**src/rtl/cpu16_opctl.sv**
```systemverilog
// cpu16_opctl: multicycle operand/control stage feeding cpu16_alu, with 8x16 register file.
// Optional ZF/NF flag outputs are enabled by defining CPU16_OPCTL_FLAGS_EN.
module cpu16_opctl #(
    parameter bit          R0_ZERO = 1'b1,
    parameter logic [15:0] RST_VAL = 16'h0000
) (
    input  logic        clk,
    input  logic        rst,
    input  logic [15:0] instr,
    input  logic        ivalid,
    output logic        iready,
    output logic [15:0] a,
    output logic [15:0] b,
    output logic [3:0]  icnt,
    input  logic [15:0] alu_out,
    output logic        done,
    output logic        ill,
    input  logic [2:0]  dbg_addr,
    output logic [15:0] dbg_data
`ifdef CPU16_OPCTL_FLAGS_EN
    ,
    output logic        zf,
    output logic        nf
`endif
);
    typedef enum logic [1:0] {IDLE, OPRD, EXEC, WB} state_t;
    state_t      state;
    logic [15:0] ir, res;
    logic [15:0] regs [8];
    logic [3:0]  op;
    logic [2:0]  rd, rs, rt;
    logic [15:0] rs_val, rt_val;
    assign op = ir[15:12];
    assign rd = ir[11:9];
    assign rs = ir[8:6];
    assign rt = ir[5:3];
    // R0 reads as zero when hardwired, regardless of its stored value
    assign rs_val   = (R0_ZERO && rs == 3'd0) ? 16'h0000 : regs[rs];
    assign rt_val   = (R0_ZERO && rt == 3'd0) ? 16'h0000 : regs[rt];
    assign dbg_data = (R0_ZERO && dbg_addr == 3'd0) ? 16'h0000 : regs[dbg_addr];

    // control FSM, operand/result registers and register file with registered handshake outputs
    always_ff @(posedge clk or posedge rst) begin
        if (rst) begin
            state  <= IDLE;
            ir     <= '0;
            res    <= '0;
            a      <= '0;
            b      <= '0;
            icnt   <= '0;
            iready <= 1'b1;
            done   <= 1'b0;
            ill    <= 1'b0;
            for (int i = 0; i < 8; i++) regs[i] <= RST_VAL;
`ifdef CPU16_OPCTL_FLAGS_EN
            zf     <= 1'b0;
            nf     <= 1'b0;
`endif
        end else begin
            done <= 1'b0;
            ill  <= 1'b0;
            case (state)
                IDLE: if (ivalid) begin
                    ir     <= instr;
                    iready <= 1'b0;
                    ill    <= instr[15:12] > 4'd5;
                    state  <= OPRD;
                end
                OPRD: begin
                    if (op >= 4'd1 && op <= 4'd4) begin
                        a     <= rs_val;
                        b     <= rt_val;
                        icnt  <= 4'b0001 << (op - 4'd1);
                        state <= EXEC;
                    end else if (op == 4'd5) begin
                        res   <= {7'b0, ir[8:0]};
                        done  <= 1'b1;
                        state <= WB;
                    end else begin
                        iready <= 1'b1;
                        state  <= IDLE;
                    end
                end
                EXEC: begin
                    res   <= alu_out;
                    icnt  <= '0;
                    done  <= 1'b1;
                    state <= WB;
                end
                WB: begin
                    if (!(R0_ZERO && rd == 3'd0)) regs[rd] <= res;
`ifdef CPU16_OPCTL_FLAGS_EN
                    zf <= res == 16'h0000;
                    nf <= res[15];
`endif
                    iready <= 1'b1;
                    state  <= IDLE;
                end
                default: state <= IDLE;
            endcase
        end
    end
endmodule

```
**config.mk**
```make
export PLATFORM = sky130hd
export DESIGN_NAME = cpu16_opctl
export DESIGN_NICKNAME = d
export VERILOG_FILES = /design/src/rtl/cpu16_opctl.sv
export SDC_FILE = /design/constraint.sdc
export NUM_CORES = 1
export LEC_CHECK = 0
export BUFFER_PORTS_ARGS = -buffer_cell sky130_fd_sc_hd__buf_4
export CORE_MARGIN = 1
export CORE_UTILIZATION = 40
export CTS_CLUSTER_DIAMETER = 80
export DETAILED_ROUTE_END_ITERATION = 6
export HOLD_SLACK_MARGIN = 0.03
export PLACE_DENSITY = 0.72
export SLEW_MARGIN = 20
export SYNTH_ARGS = -nofsm -noshare
export SYNTH_HDL_FRONTEND = slang
export SYNTH_SLANG_ARGS = --single-unit
```
**constraint.sdc**
```tcl
create_clock -name clk -period 7.15 [get_ports clk]
set_input_delay 1.7875 -clock clk [delete_from_list [all_inputs] [get_ports clk]]
set_output_delay 1.7875 -clock clk [all_outputs]
set_load 0.1 [all_outputs]
```
==> results of run 1 <==
[per-layer routing]
layer	up-vias	track usage [%]	wire (um)
met2	255	30.54	11530
met5	-	0	0
met3	47	5.398	1832
met4	0	6.690	538
li1	3112	-	-
met1	3474	28.03	11440
[final cells by class]
type                            instances  area [um^2]
Clock buffer                           21        460.4
Clock inverter                         11        136.4
Fill cell                            2262        13130
Inverter                               20        80.08
Multi-Input combinational cell        532         4927
Sequential cell                       185         4633
Tap cell                              324        405.4
Timing Repair Buffer                  101        762.0
[path summary, 6_finish.rpt]
path / from / endpoint / slack (ps) / cells after the start
min in group asynchronous: rst / regs[78] / 1460 / 2
worst max-delay path: dbg_addr[0] / dbg_data[9] / 1660 / 6
worst min-delay path: a[3] / a[3] / 480 / 2
worst min register to register: a[3] / a[3] / 480 / 2
worst max register to register: state[0] / res[7] / 4730 / 6
max in group asynchronous: rst / regs[72] / 4510 / 3
[power by group through the flow]
stage | sequential [mW] | combinational (mW) | clock, mW
floorplan | 2.36 | 1.73 | 0
finish | 1.97 | 2.70 | 0.969
global route | 2.04 | 2.86 | 1.02
detailed placement | 1.97 | 2.69 | 0
global placement | 1.95 | 2.65 | 0
CTS | 1.96 | 2.70 | 0.979
[through the flow]
stage	power [mW]	cells	utilization [%]	cell area (um^2)	hold slack [ps]
global placement	4.597	1162	44.04	10800	462.2
detailed placement	4.659	1162	44.04	10800	474.1
finish	5.639	1194	46.49	11400	480.9
global route	5.916	1194	46.49	11400	521.3
CTS	5.635	1194	46.47	11400	489.6
floorplan	4.088	799	-	10090	478.7
[worst max-delay path, cell delays in order]
cell,delay (ps)
buf_4,280
nor2b_2,590
buf_4,280
a221oi_1,90
a21oi_1,290
buf_4,360
[cell families (layout without fill, tap and decap cells)]
group	count (synthesis)	count (layout)	share of synthesized area, %
flops	185	185	45.88
xor+xnor	1	1	0.08680
simple gates	101	101	5.777
compound gates	160	160	10.86
mux	263	263	31.21
buf+inv	82	153	5.319
fa+ha+maj	7	7	0.8678
[registers in the layout, summed over array words and instances (netlist names), named ones only]
name and flops:
iready 1, ir 16, state 1, done 1, regs 112, ill 1, b 16, a 16
res 16, icnt 4
[placed cells by master (no fill, tap or decap), drive strengths merged, types with 7 or more instances in the layout]
master,instances
clkbuf,21
o21ai,53
ha,7
dfrtp,184
inv,24
o22ai,30
mux2i,72
a21oi,20
mux4,18
nand2,65
mux2,173
a221oi,44
buf,101
==> impl_metrics.json, run 1 <==
{
  "status": "complete, no violations",
  "die_w_um": 160.8,
  "post-route-period-util_pct": 76.80,
  "power_frac_seq_pct": 34.9,
  "portBuffers": 92,
  "cts.sinks": 185,
  "row_count": 57,
  "tns_ps": 0,
  "wl_per_cell_um": 21.23,
  "syn_nets": 844,
  "clk_latency_ps": 440,
  "cts_buffers": 17,
  "cp.required_ps": 5360,
  "power_switching_mw": 2.645,
  "irDropWorstVdd_mv": 0.3496,
  "grt_start_max_net_pins": 83,
  "clk_pin_slew_ps": 70,
  "die_area_um2": 25870,
  "synth_top_cells_by_area": "dfrtp_1, mux2_2, mux2i_1",
  "start_kind": "input port",
  "power.leakage_nw": 5.217,
  "synthArstFlopShare_pct": 100.0,
  "tightest_slew_ps": 1155,
  "cts_hold_buf": 0,
  "p_comb_share_pct": 47.9,
  "synth_warnings": 0,
  "drt-total-wl_mm": 25.34,
  "p_int_mw": 2.994,
  "rsz0062_at_grt": "no",
  "relSlewSlack_pct": 22.92,
  "setup_viol": 0,
  "p_clk_share_pct": 17.2,
  "ant_nets": 0,
  "initial_core_util_pct": 41.14,
  "drv_cap": 0,
  "critPathCaptureType": "output pin",
  "antenna_found_initial": 0,
  "synth.top_cells.by_count": "dfrtp_1, mux2_2, mux2i_1",
  "critPathKind": "in2out",
  "synth.distinct_cells": 49,
  "synth_edf_count": 0,
  "slew_violations": 0,
  "pre_cts_ws_ps": 1686,
  "syn_area_per_cell_um2": 12.63,
  "drive_above_1_share_pct": 39.66,
  "yosys.area.top_type": "dfrtp_1",
  "ys_ff_latch": 185,
  "drc": 0,
  "dr.pass1.iters": 5,
  "yosysMostFrequentCell": "dfrtp_1",
  "core_area_um2": 24530,
  "cts_tree": "done",
  "ios": 93,
  "clk_root_buffer_cell": "clkbuf_16",
  "worstPathMaxFanout": 34,
  "area_growth_pct": 13.01,
  "worst_slack_ps": 1659,
  "period_needed_ps": 5491,
  "num_vias": 6888,
  "clock.fmax_mhz": 182.1,
  "grt_pass1_vias": 6971,
  "swShare_pct": 46.91,
  "power.density_nw_per_um2": 494.5,
  "finalHoldViolations": 0,
  "synth_seq_area_share_pct": 45.88,
  "post-cts-setup-buffers": 0,
  "nNetsFinal": 902,
  "die_h_um": 160.8,
  "ctsResizeCount": 0,
  "fin_skew_ps": 11.28,
  "grt_usage_pct": 20.21,
  "clock_path_buffers": 2,
  "place.gp.congestion": 0.7907,
  "synth_ff_type": "dfrtp_1",
  "yosysTopAreaCellShare_pct": 45.62,
  "vias_per_cell": 5.769,
  "n_antenna_cell": 0,
  "synthCells": 799,
  "dp_hpwl_mm": 15.63,
  "overflow": 0,
  "htreeDepth": 4,
  "drtIter0Drc": 496,
  "arrival_ps": 3700,
  "synth_area_um2": 10090,
  "grt_first_pass_wirelength_mm": 40.04,
  "min_path_type": "reg2reg"
}
Power figures use the tool's default switching activity.
==> run 2: changes to the inputs <==
--- a/config.mk
+++ b/config.mk
@@ -5,13 +5,14 @@
 export SDC_FILE = /design/constraint.sdc
 export NUM_CORES = 1
 export LEC_CHECK = 0
+export ABC_AREA = 1
 export BUFFER_PORTS_ARGS = -buffer_cell sky130_fd_sc_hd__buf_4
 export CORE_MARGIN = 1
 export CORE_UTILIZATION = 40
 export CTS_CLUSTER_DIAMETER = 80
 export DETAILED_ROUTE_END_ITERATION = 6
 export HOLD_SLACK_MARGIN = 0.03
-export PLACE_DENSITY = 0.72
+export PLACE_DENSITY = 0.71
 export SLEW_MARGIN = 20
 export SYNTH_ARGS = -nofsm -noshare
 export SYNTH_HDL_FRONTEND = slang
==> constraint.sdc (replaced) <==
create_clock -name clk -period 4.43 [get_ports clk]
set_input_delay 1.1075 -clock clk [delete_from_list [all_inputs] [get_ports clk]]
set_output_delay 1.1075 -clock clk [all_outputs]
set_load 0.1 [all_outputs]
==> run 2 against run 1 <==
Design area grew 8.2%. Die area grew 7.3%. Clock skew grew 3.1 ps. The run now ends with DRC left. Largest power group unchanged. Setup slack lost 1200 ps. Flip-flop and latch count grew 16. Register-to-register slack lost 2600 ps. Non-clock buffer count grew 20. Cell count grew 58%. First-iteration DRC count grew 130%. Largest cell class is now sequential cells. Clock power grew 78%.
==> impl_metrics.json, run 2 <==
{
  "drtIter0Drc": 1154,
  "relSlewSlack_pct": 18.69,
  "tightest_slew_ps": 1218,
  "arrival_ps": 2900,
  "start_kind": "input port",
  "fillCellCount": 2597,
  "met1_usage_pct": 35.53,
  "critPathKind": "in2out",
  "n_antenna_cell": 0,
  "tns_ps": 0,
  "power_frac_seq_pct": 31.7,
  "grt_start_max_net_pins": 130,
  "die_area_um2": 27750,
  "synth_top_cells_by_area": "dfrtp_1, nand2_1, o21ai_0",
  "p_comb_share_pct": 51.2,
  "htreeDepth": 1,
  "syn_area_per_cell_um2": 7.196,
  "dr.pass1.iters": 7,
  "synthCells": 1506,
  "antenna_found_initial": 0,
  "worstPathCellList": "buf_4 -> buf_4 -> buf_4 -> nor2_1 -> nor2_1 -> o21ai_0 -> o21ai_0 -> nor2_1 -> nor2_1 -> buf_4",
  "clk_root_buffer_cell": "clkbuf_16",
  "dp.cells": 1845,
  "grt_use_met3_pct": 6.749,
  "cts.sinks": 201,
  "portBuffers": 92,
  "largest_register_ff_count": 128,
  "cts_hold_buf": 0,
  "finalHoldViolations": 0,
  "clock_path_buffers": 3,
  "slew_violations": 0,
  "power.density_nw_per_um2": 813.0,
  "yosysTopAreaCellShare_pct": 46.18,
  "die_h_um": 166.6,
  "grt_first_pass_wirelength_mm": 55.79,
  "synth_warnings": 0,
  "wl_per_cell_um": 18.72,
  "synth_ff_type": "dfrtp_1",
  "clock.fmax_mhz": 249.4,
  "dp_hpwl_mm": 21.77,
  "place.gp.congestion": 0.8542,
  "cts_buffers": 22,
  "core_area_um2": 26280,
  "final_cell_mix": "nand2_1, dfrtp_1, o21ai_0",
  "crit_buf_inv": 4,
  "grt_pass1_vias": 9821,
  "drt-total-wl_mm": 35.25,
  "ios": 93,
  "grt.busiest_layer": "met2",
  "fin_util_pct": 46.97,
  "ctsResizeCount": 0,
  "syn_nets": 1551,
  "rsz0062_at_grt": "no",
  "synth_seq_area_share_pct": 46.43,
  "critPathCaptureType": "output pin",
  "ant_nets": 0,
  "top_register": "regs",
  "synth.distinct_cells": 31,
  "irDropWorstVdd_mv": 0.3686,
  "cts_tree": "done",
  "p_int_mw": 4.825,
  "swShare_pct": 51.93,
  "crit_slowest_cell": "buf_4",
  "setup_viol": 0,
  "synth.top_cells.by_count": "nand2_1, dfrtp_1, o21ai_0",
  "crit_path_max_incr_delay_ps": 340,
  "synth_area_um2": 10840,
  "crit_family": "buffers and inverters",
  "power_mw": 10.04,
  "grt_use_met2_pct": 37.83,
  "drive_above_1_share_pct": 12.14,
  "post-cts-setup-buffers": 0,
  "nNetsFinal": 1579,
  "num_vias": 10480,
  "power_switching_mw": 5.211,
  "worstPathMaxFanout": 38,
  "clk_latency_ps": 510,
  "synthArstFlopShare_pct": 100.0,
  "mostFrequentLayoutCell": "nand2_1",
  "synth_edf_count": 0,
  "min_path_type": "reg2reg",
  "drc": 8,
  "post-route-period-util_pct": 90.52,
  "period_needed_ps": 4010,
  "violations": "DRC",
  "die_w_um": 166.6,
  "whs_ps": 373.0,
  "power.leakage_nw": 5.855,
  "vias_per_cell": 5.565,
  "final_cells": 1883,
  "ys_ff_latch": 201,
  "yosysMostFrequentCell": "nand2_1",
  "grt_usage_pct": 25.50,
  "initial_core_util_pct": 41.24,
  "clk_pin_slew_ps": 60,
  "row_count": 59,
  "status": "finished, violations left",
  "drv_cap": 0,
  "cp.required_ps": 3320,
  "yosys.area.top_type": "dfrtp_1",
  "area_growth_pct": 13.91,
  "overflow": 0,
  "p_clk_share_pct": 17.1,
  "fin_skew_ps": 14.34
}
## run 2: cell count changes in the layout (fill, tap and decap cells not counted), sizes merged, moves of 16 or more
cell	change
o211ai	+16
nor2	+108
mux4	-18
o22ai	-30
a21oi	+41
o21ai	+182
dfrtp	+16
mux2i	-72
nand3	+155
nand2	+433
inv	+62
a221oi	-44
buf	+20
mux2	-173
## run 2: final cells by class
class | count | area (um^2) | area share (%)
flip-flops and latches | 201 | 5031 | 40.76
multi-input cells | 1095 | 4933 | 39.97
repair buffers | 121 | 945.9 | 7.663
clock buffers | 34 | 636.9 | 5.159
well taps | 335 | 419.2 | 3.396
inverters | 93 | 355.3 | 2.879
clock inverters | 4 | 22.52 | 0.1824
## run 2: cells by family after synthesis
| logic type | Yosys count | synth area share [%] |
|---|---|---|
| AO/OA/AOI/OAI | 314 | 15.46 |
| flip-flops | 201 | 46.43 |
| buffers and inverters | 210 | 8.140 |
| XOR/XNOR | 1 | 0.08084 |
| adder cells (fa/ha/maj) | 7 | 0.8082 |
| AND/OR/NAND/NOR | 773 | 29.08 |
## run 2: power by group through the flow
stage | logic (mW) | clock network (mW) | registers, mW
final | 5.14 | 1.72 | 3.18
after floorplan | 2.88 | 0 | 3.95
after global placement | 5.01 | 0 | 3.15
after CTS | 5.09 | 1.74 | 3.15
after detailed placement | 5.06 | 0 | 3.17
after global routing | 5.59 | 1.81 | 3.25
## run 2: layer usage
layer / vias to the layer above / routed length (um)
met5: - / 0
met4: 0 / 1185
met3: 102 / 4221
met2: 610 / 15150
met1: 4840 / 14690
li1: 4927 / -
## run 2: through the flow
stage	worst slack, ps	instance area [um^2]
CTS	453.8	12340
finish	419.8	12340
global placement	455.3	11690
detailed placement	460.0	11690
global route	275.0	12340
floorplan	206.5	10840
## run 2: final timing paths
path	start	cells past startpoint	endpoint	slack, ps
setup / recovery	dbg_addr[0]	10	dbg_data[13]	420
hold / removal	regs[121]	0	regs[121]	370
setup reg to reg	ir[5]	6	b[11]	2120
hold reg to reg	regs[121]	0	regs[121]	370
max in group asynchronous	rst	3	regs[126]	3030
min in group asynchronous	rst	3	b[7]	720
## run 2: worst reg2reg max path: cells and delay by family, from the launching register on
kind / cells / cell delay [ps]
AND/OR/NAND/NOR: 4 / 1340
AO/OA/AOI/OAI: 1 / 160
buffers and inverters: 1 / 310
flip-flops: 1 / 420
